--- src/rtl/divisor_secuencial.sv ---
// divisor_secuencial: unsigned restoring shift-subtract divider, one quotient bit per clock.
//
// Ports:
//   clock      system clock, rising edge
//   reset      asynchronous, active-high; clears all state and outputs
//   start      request a division; only honoured in IDLE
//   dividendo  dividend, captured on the accepting edge
//   divisor    divisor, captured on the accepting edge
//   busy       high while an accepted division is iterating
//   done       one-cycle pulse when cociente/resto/div_cero have just been updated
//   cociente   quotient, held until the next completion
//   resto      remainder, held until the next completion
//   div_cero   last result came from a zero divisor (cociente=all ones, resto=dividendo)
module divisor_secuencial #(
    parameter int unsigned WIDTH = 4
) (
    input  logic             clock,
    input  logic             reset,
    input  logic             start,
    input  logic [WIDTH-1:0] dividendo,
    input  logic [WIDTH-1:0] divisor,
    output logic             busy,
    output logic             done,
    output logic [WIDTH-1:0] cociente,
    output logic [WIDTH-1:0] resto,
    output logic             div_cero
);

    localparam int unsigned CW = $clog2(WIDTH + 1);

    typedef enum logic [0:0] {StIdle, StCalc} state_t;

    state_t state_q, state_d;

    logic [WIDTH:0]   r_q, r_d;     // partial remainder, one bit wider so T-D never overflows
    logic [WIDTH-1:0] q_q, q_d;     // dividend shifting out / quotient shifting in
    logic [WIDTH-1:0] d_q, d_d;
    logic [CW-1:0]    cnt_q, cnt_d;

    logic             done_d, div_cero_d;
    logic [WIDTH-1:0] cociente_d, resto_d;

    logic [WIDTH:0]   trial;
    logic             fits;
    logic [WIDTH:0]   r_next;
    logic [WIDTH-1:0] q_next;
    logic             last_iter;
    logic             zero_div;

    assign trial     = {r_q[WIDTH-1:0], q_q[WIDTH-1]};
    assign fits      = trial >= {1'b0, d_q};
    assign r_next    = fits ? (trial - {1'b0, d_q}) : trial;
    assign q_next    = {q_q[WIDTH-2:0], fits};
    assign last_iter = (cnt_q == CW'(1));
    assign zero_div  = (divisor == '0);

    // State register
    always_ff @(posedge clock or posedge reset) begin
        if (reset) begin
            state_q <= StIdle;
        end else begin
            state_q <= state_d;
        end
    end

    // Next-state logic
    always_comb begin
        state_d = state_q;
        unique case (state_q)
            StIdle: if (start && !zero_div) state_d = StCalc;
            StCalc: if (last_iter) state_d = StIdle;
            default: state_d = StIdle;
        endcase
    end

    // Output logic
    always_comb begin
        busy = (state_q == StCalc);
    end

    // Datapath next values
    always_comb begin
        r_d        = r_q;
        q_d        = q_q;
        d_d        = d_q;
        cnt_d      = cnt_q;
        done_d     = 1'b0;
        div_cero_d = div_cero;
        cociente_d = cociente;
        resto_d    = resto;
        unique case (state_q)
            StIdle: begin
                if (start) begin
                    if (zero_div) begin
                        // Completes immediately without entering CALC
                        cociente_d = '1;
                        resto_d    = dividendo;
                        div_cero_d = 1'b1;
                        done_d     = 1'b1;
                    end else begin
                        q_d   = dividendo;
                        d_d   = divisor;
                        r_d   = '0;
                        cnt_d = CW'(WIDTH);
                    end
                end
            end
            StCalc: begin
                r_d   = r_next;
                q_d   = q_next;
                cnt_d = cnt_q - CW'(1);
                if (last_iter) begin
                    cociente_d = q_next;
                    resto_d    = r_next[WIDTH-1:0];
                    div_cero_d = 1'b0;
                    done_d     = 1'b1;
                end
            end
            default: ;
        endcase
    end

    always_ff @(posedge clock or posedge reset) begin
        if (reset) begin
            r_q      <= '0;
            q_q      <= '0;
            d_q      <= '0;
            cnt_q    <= '0;
            done     <= 1'b0;
            div_cero <= 1'b0;
            cociente <= '0;
            resto    <= '0;
        end else begin
            r_q      <= r_d;
            q_q      <= q_d;
            d_q      <= d_d;
            cnt_q    <= cnt_d;
            done     <= done_d;
            div_cero <= div_cero_d;
            cociente <= cociente_d;
            resto    <= resto_d;
        end
    end

endmodule
--- config.mk ---
export PLATFORM = sky130hd
export DESIGN_NAME = divisor_secuencial
export DESIGN_NICKNAME = d
export VERILOG_FILES = /design/src/rtl/divisor_secuencial.sv
export SDC_FILE = /design/constraint.sdc
export NUM_CORES = 1
export LEC_CHECK = 0
export CAP_MARGIN = 20
export CORE_UTILIZATION = 47
export CTS_CLUSTER_SIZE = 14
export DETAILED_ROUTE_END_ITERATION = 12
export PLACE_DENSITY_LB_ADDON = 0.25
export SETUP_SLACK_MARGIN = 0.15
export SYNTH_ARGS = -nofsm -noshare
export SYNTH_HDL_FRONTEND = slang
export SYNTH_SLANG_ARGS = --single-unit
export TNS_END_PERCENT = 30
--- constraint.sdc ---
create_clock -name clock -period 1.7 [get_ports clock]
set_input_delay 0.34 -clock clock [delete_from_list [all_inputs] [get_ports clock]]
set_output_delay 0.34 -clock clock [all_outputs]
set_load 0.03 [all_outputs]
Yosys cells after proc, flatten, opt, wreduce, memory -nomap -nowiden --
Cells that the tools add are included.
Word-level totals: register bits 26, input port bits 11, output and inout bits 11, logic and storage cells 54
Cells by class: add/subtract/negate cells 2, $lt $le $gt $ge 1, equal/unequal tests 5, muxes and demuxes 29, bitwise operators 2, reductions and logical operators 6
Operators with widths (count):
- two-way mux 4 bit | 11
- one-hot mux 4 bit (2 select lines) | 4
- two-way mux 1 bit | 8
- two-way mux 3 bit | 2
- != test 2 bit, second input constant | 3
- one-hot mux 1 bit (2 select lines) | 3
- one-hot mux 3 bit (2 select lines) | 1
- AND reduction 3 bit | 2
- greater-or-equal comparator 5 x 4 -> 1 bit | 1
- logical NOT 4 bit | 1
- subtractor 4 bit | 1
- equality test 3 x 1 -> 1 bit, second input constant | 1
- subtractor 3 x 1 -> 3 bit, second input constant | 1
- != test 2 x 1 -> 1 bit, second input constant | 1
- NOT 1 bit | 2
- AND reduction 2 bit | 1
- logical AND 1 bit | 1
- logical NOT 1 bit | 1

Longest topological paths before layout --
depth after elaboration 5, depth in mapped cells 8, depth with buffers taken out 8

Least setup slack after synthesis --
OpenSTA, ideal clock, no wires.
path kind register to register, start register q_q[3], end register resto[2], library setup time 82 ps, arrival 1655 ps, data required time 1618 ps, slack -37 ps, cell stages (with the launch flop) 9, buffers on the path 0, clock period less this slack 1737 ps, path through dfrtp_1 -> inv_1 -> ha_1 -> inv_1 -> fa_1 -> xor2_1 -> nand2_1 -> mux2_1 -> a31oi_1
On the way: longest elaborated chain between the ends 4, elaborated cells on any way between the ends 5, classes of those cells add/sub: 1; order compare: 1; mux: 3
RTL lines:
- from (decl) | line 36 | logic [WIDTH-1:0] q_q, q_d;
- from (signal assigned) | line 135 | q_q <= q_d;
- subtractor 4 bit or greater-or-equal comparator 5 x 4 -> 1 bit (tied branches) | line 52, 51
- two-way mux 4 bit * | line 52 | assign r_next = fits ? (trial - {1'b0, d_q}) : trial;
- two-way mux 4 bit * | line 112 | if (last_iter) begin
- one-hot mux 4 bit (2 select lines) * | line 91 | unique case (state_q)
- to (signal assigned) | line 141 | resto <= resto_d;
- to (decl) | line 25 | output logic [WIDTH-1:0] resto,
Mark *: on every way between the ends. The rest lies on a longest branch, timed or not. The select of a mux whose other input is x is not followed. A chain may end at the register's enable or synchronous reset.

Worst setup path after layout --
start register r_q[1], end register resto[2]
On the way: longest elaborated chain between the ends 4, elaborated cells on any way between the ends 5, classes of those cells add/sub: 1; order compare: 1; mux: 3
RTL lines:
- from (decl) | line 35 | logic [WIDTH:0] r_q, r_d;
- from (signal assigned) | line 134 | r_q <= r_d;
- subtractor 4 bit or greater-or-equal comparator 5 x 4 -> 1 bit (tied branches) | line 52, 51
- two-way mux 4 bit * | line 52
- two-way mux 4 bit * | line 112
- one-hot mux 4 bit (2 select lines) * | line 91
Marks and branches as above.

==> impl_metrics.prom <==
# TYPE chip_impl_metric gauge
chip_impl_metric{name="io_buffers",unit=""} 21
chip_impl_metric{name="post_synth_instance_area",unit="µm²"} 1360
chip_impl_metric{name="critical_path_arrival",unit="ns"} 1.99
chip_impl_metric{name="final_area",unit="µm²"} 1870
chip_impl_metric{name="die_height",unit="µm"} 55.8
chip_impl_metric{name="drt-pass1-iter-count",unit=""} 4
chip_impl_info{name="critical_path.reg2reg.endpoint",value="resto[2]"} 1
chip_impl_metric{name="grt_max_degree",unit=""} 27
chip_impl_info{name="status",value="finished with violations"} 1
chip_impl_info{name="synthMostInstantiatedCell",value="sky130_fd_sc_hd__dfrtp_1"} 1
chip_impl_metric{name="initialDrtViolationCount",unit=""} 26
chip_impl_metric{name="yosys_warnings",unit=""} 0
chip_impl_metric{name="cts.htree.levels",unit=""} 1
chip_impl_metric{name="synth.top_cell.area_share",unit=""} 0.479
chip_impl_metric{name="power.density_cell_area",unit="nW/µm²"} 2440
chip_impl_info{name="ys_top_cells_by_count",value="sky130_fd_sc_hd__dfrtp_1, sky130_fd_sc_hd__nand2_1, sky130_fd_sc_hd__inv_1"} 1
chip_impl_metric{name="drive_above_1_share",unit=""} 0.315
chip_impl_info{name="path_class",value="flop to flop"} 1
chip_impl_metric{name="wire_length_of_the_first_global_routing_pass",unit="µm"} 5200
chip_impl_metric{name="final_nets",unit=""} 187
chip_impl_metric{name="synth.ff_latch_count",unit=""} 26
chip_impl_metric{name="setup-tns-final",unit="ns"} -0.139
chip_impl_metric{name="number_of_placed_instances_with_taps_included",unit=""} 190
chip_impl_metric{name="worst-endpoint-required",unit="ns"} 1.95
chip_impl_metric{name="placed_area",unit="µm²"} 1740
chip_impl_info{name="kind_of_end_point_of_the_critical_path",value="flop"} 1
chip_impl_metric{name="syn_nets",unit=""} 144
chip_impl_info{name="synth_top_cells_by_area",value="sky130_fd_sc_hd__dfrtp_1, sky130_fd_sc_hd__mux2i_1, sky130_fd_sc_hd__ha_1"} 1
chip_impl_metric{name="hpwlAfterDp",unit="µm"} 2270
chip_impl_metric{name="power.leakage",unit="µW"} 0.000879
chip_impl_metric{name="grt_pass1_vias",unit=""} 1079
chip_impl_metric{name="max_freq",unit="GHz"} 0.573
chip_impl_metric{name="max_cap_violations",unit=""} 0
chip_impl_metric{name="grt_antenna_before_repair",unit=""} 0
chip_impl_metric{name="path_clk_slew",unit="ns"} 0.14
chip_impl_metric{name="report.final.setup_viol",unit=""} 5
chip_impl_metric{name="row_count",unit=""} 19
chip_impl_metric{name="final_period_minus_worst_setup_slack",unit="ns"} 1.74
chip_impl_metric{name="area_growth_syn_to_layout",unit="%"} 37.9
chip_impl_metric{name="routed-via-count",unit=""} 1051
chip_impl_metric{name="cts.sink_count",unit=""} 26
chip_impl_metric{name="worst-r2r-cell-count",unit=""} 6
chip_impl_metric{name="number_of_hold_violations_in_the_final_report",unit=""} 0
chip_impl_metric{name="fin_hold_ws",unit="ns"} 0.370
chip_impl_metric{name="via_per_inst",unit=""} 5.28
chip_impl_metric{name="io_pins",unit=""} 22
chip_impl_metric{name="critPathMaxFanout",unit=""} 4
chip_impl_metric{name="finalMaxSlewViolations",unit=""} 0
chip_impl_metric{name="worst_path_largest_cell_delay",unit="ns"} 0.44
chip_impl_metric{name="timing_worst_slew_pin_value",unit="ns"} 0.467
chip_impl_info{name="synthFlopType",value="sky130_fd_sc_hd__dfrtp_1"} 1
chip_impl_info{name="synthDominantAreaCellType",value="sky130_fd_sc_hd__dfrtp_1"} 1
chip_impl_metric{name="final_layout_fill_cell_count",unit=""} 225
chip_impl_metric{name="grt_overflow_total",unit=""} 0
chip_impl_metric{name="reg2reg_slack",unit="ns"} -0.04
chip_impl_metric{name="avgRoutedWirePerCell",unit="µm"} 15.0
chip_impl_metric{name="total_wirelength_of_the_detailed_routed_design",unit="µm"} 2990
chip_impl_metric{name="design.core.area",unit="µm²"} 2760
chip_impl_metric{name="route.antenna.remaining_nets",unit=""} 0
chip_impl_info{name="rsz_0062_raised_after_global_routing",value="true"} 1
chip_impl_info{name="cell_by_cell_listing_of_the_critical_path",value="ha_4, o21ai_2, and2_4, a31oi_4, mux2_4, a31oi_1"} 1
chip_impl_metric{name="cts_hold_repair.buffers",unit=""} 0
chip_impl_info{name="cts_tree",value="built"} 1
chip_impl_info{name="failed_checks",value="negative setup slack"} 1
chip_impl_metric{name="antenna-diode-count",unit=""} 0
chip_impl_metric{name="post_synth_num_cell_types",unit=""} 35
chip_impl_metric{name="floorplan.initialDensity",unit=""} 0.493
chip_impl_metric{name="track_usage",unit=""} 0.218
chip_impl_info{name="slowest_stage",value="sky130_fd_sc_hd__dfrtp_1"} 1
chip_impl_metric{name="final_min_period_over_clock_period",unit=""} 1.03
chip_impl_metric{name="syn_area_per_cell",unit="µm²"} 10.8
chip_impl_metric{name="ir_worst_vdd",unit="mV"} 1.81
chip_impl_metric{name="synthesized_netlist_cell_count",unit=""} 126
chip_impl_metric{name="worst_slew_margin_rel",unit=""} 0.687
chip_impl_metric{name="setup_ws",unit="ns"} -0.0449
chip_impl_metric{name="post-route-drc-count",unit=""} 0
chip_impl_metric{name="async_reset_ff_frac",unit=""} 1.00
chip_impl_metric{name="clock_insertion_delay_worst_skew",unit="ns"} 0.31
chip_impl_metric{name="dieArea",unit="µm²"} 3110
chip_impl_metric{name="place_congestion",unit=""} 0.815
chip_impl_metric{name="dieWidth",unit="µm"} 55.8
chip_impl_info{name="cts_root_buf",value="sky130_fd_sc_hd__clkbuf_4"} 1
chip_impl_metric{name="synth.yosys.seq_area_share",unit=""} 0.479
chip_impl_info{name="critical_r2r_launch",value="r_q[1]"} 1
chip_impl_metric{name="layoutNonFillerInstCount",unit=""} 199
chip_impl_metric{name="fin_skew",unit="ns"} 0.00363
chip_impl_info{name="worst_hold_path_type",value="input port to async pin"} 1
chip_impl_metric{name="cts_buffers",unit=""} 3
chip_impl_metric{name="cts.path.max_buffers",unit=""} 2
chip_impl_info{name="start_kind",value="flop"} 1
chip_impl_metric{name="synth-edff-count",unit=""} 0
## placed cells by master (no fill, tap or decap), types with 2 or more instances in the layout
master and count:
sky130_fd_sc_hd__mux2_4 2, sky130_fd_sc_hd__nand2_1 20, sky130_fd_sc_hd__dfrtp_1 26, sky130_fd_sc_hd__buf_4 22
sky130_fd_sc_hd__nor2b_1 2, sky130_fd_sc_hd__dlygate4sd2_1 14, sky130_fd_sc_hd__nand3b_1 2, sky130_fd_sc_hd__o21ai_1 5
sky130_fd_sc_hd__o21ai_0 4, sky130_fd_sc_hd__clkdlybuf4s50_1 6, sky130_fd_sc_hd__ha_1 2, sky130_fd_sc_hd__xor2_1 2
sky130_fd_sc_hd__inv_2 4, sky130_fd_sc_hd__nor2_4 3, sky130_fd_sc_hd__ha_4 4, sky130_fd_sc_hd__o21ai_2 2
sky130_fd_sc_hd__nor2_1 3, sky130_fd_sc_hd__o22a_1 5, sky130_fd_sc_hd__inv_1 6, sky130_fd_sc_hd__clkbuf_4 3
sky130_fd_sc_hd__mux2i_1 8, sky130_fd_sc_hd__nand2b_1 3
## critical path: cells and delay by family (launching register included)
kind / cells / cell delay (ns)
multiplexers: 1 / 0.35
adder cells (fa/ha/maj): 1 / 0.32
AO/OA/AOI/OAI: 3 / 0.42
flip-flops: 1 / 0.44
AND/OR/NAND/NOR: 1 / 0.16
## kinds of logic (layout without fill, tap and decap cells)
family,after synthesis,count (layout),share of synthesized area
buffers and inverters,14,56,0.0479
muxes,13,13,0.0994
xor gates and xnor gates,2,2,0.0129
adders and majority gates,7,7,0.0700
DFF,26,26,0.479
AOI/OAI and AO/OA,24,24,0.127
and+or+nand+nor,40,40,0.164
## metrics by stage
| stage | util | setup slack [ns] | total power, µW |
|---|---|---|---|
| 2_1_floorplan | - | 0.0885 | 2900 |
| 3_3_place_gp | 0.629 | -0.158 | 3670 |
| 3_5_place_dp | 0.629 | -0.246 | 3790 |
| 4_1_cts | 0.651 | -0.0396 | 4230 |
| 5_1_grt | 0.680 | -0.139 | 4920 |
| 6_report | 0.680 | -0.0449 | 4580 |
## final cells by class
class | instances | area (µm²) | area share
well taps | 31 | 38.8 | 0.0207
inverters | 10 | 37.5 | 0.0200
multi-input cells | 86 | 763 | 0.407
clock buffers | 4 | 36.3 | 0.0194
repair buffers | 42 | 348 | 0.186
flip-flops and latches | 26 | 651 | 0.347
## registers in the layout (all words and copies together) (netlist names)
| name | flops |
|---|---|
| busy | 1 |
| r_q | 4 |
| q_q | 4 |
| resto | 4 |
| cociente | 4 |
| done | 1 |
| d_q | 4 |
| div_cero | 1 |
| cnt_q | 3 |
## routing by layer
layer | vias to the layer above | GRT usage | share of wire
met3 | 2 | 0.0256 | 0.028
met1 | 515 | 0.289 | 0.45
met4 | 0 | 0.0643 | 0.0074
met5 | - | 0 | 0
met2 | 18 | 0.375 | 0.51
li1 | 516 | - | -
## where the power goes
group / switching [µW] / internal, µW / leakage, µW
combinational: 1540 / 1580 / 0.000551
clock: 181 / 131 / 0.0000210
sequential: 214 / 939 / 0.000307
total: 1930 / 2650 / 0.000879
## worst max-delay path by stage
stage                from       end  slack (ns)
4_1_cts            r_q[1]    r_q[0]       -0.04
3_3_place_gp   divisor[3]  resto[2]       -0.16
3_5_place_dp   divisor[3]  resto[1]       -0.25
5_1_grt            q_q[3]  resto[2]       -0.14
6_report           r_q[1]  resto[2]       -0.04
2_1_floorplan      r_q[1]  resto[2]        0.09
## repair_timing
| item | 4_1_cts | 5_1_grt |
|---|---|---|
| pin swaps | 3 | 4 |
| gates resized for setup | 23 | 11 |
| setup endpoints to repair | 23 | 10 |
| buffers inserted | 2 | 3 |
Note: power is estimated with default switching activity, not from simulation.
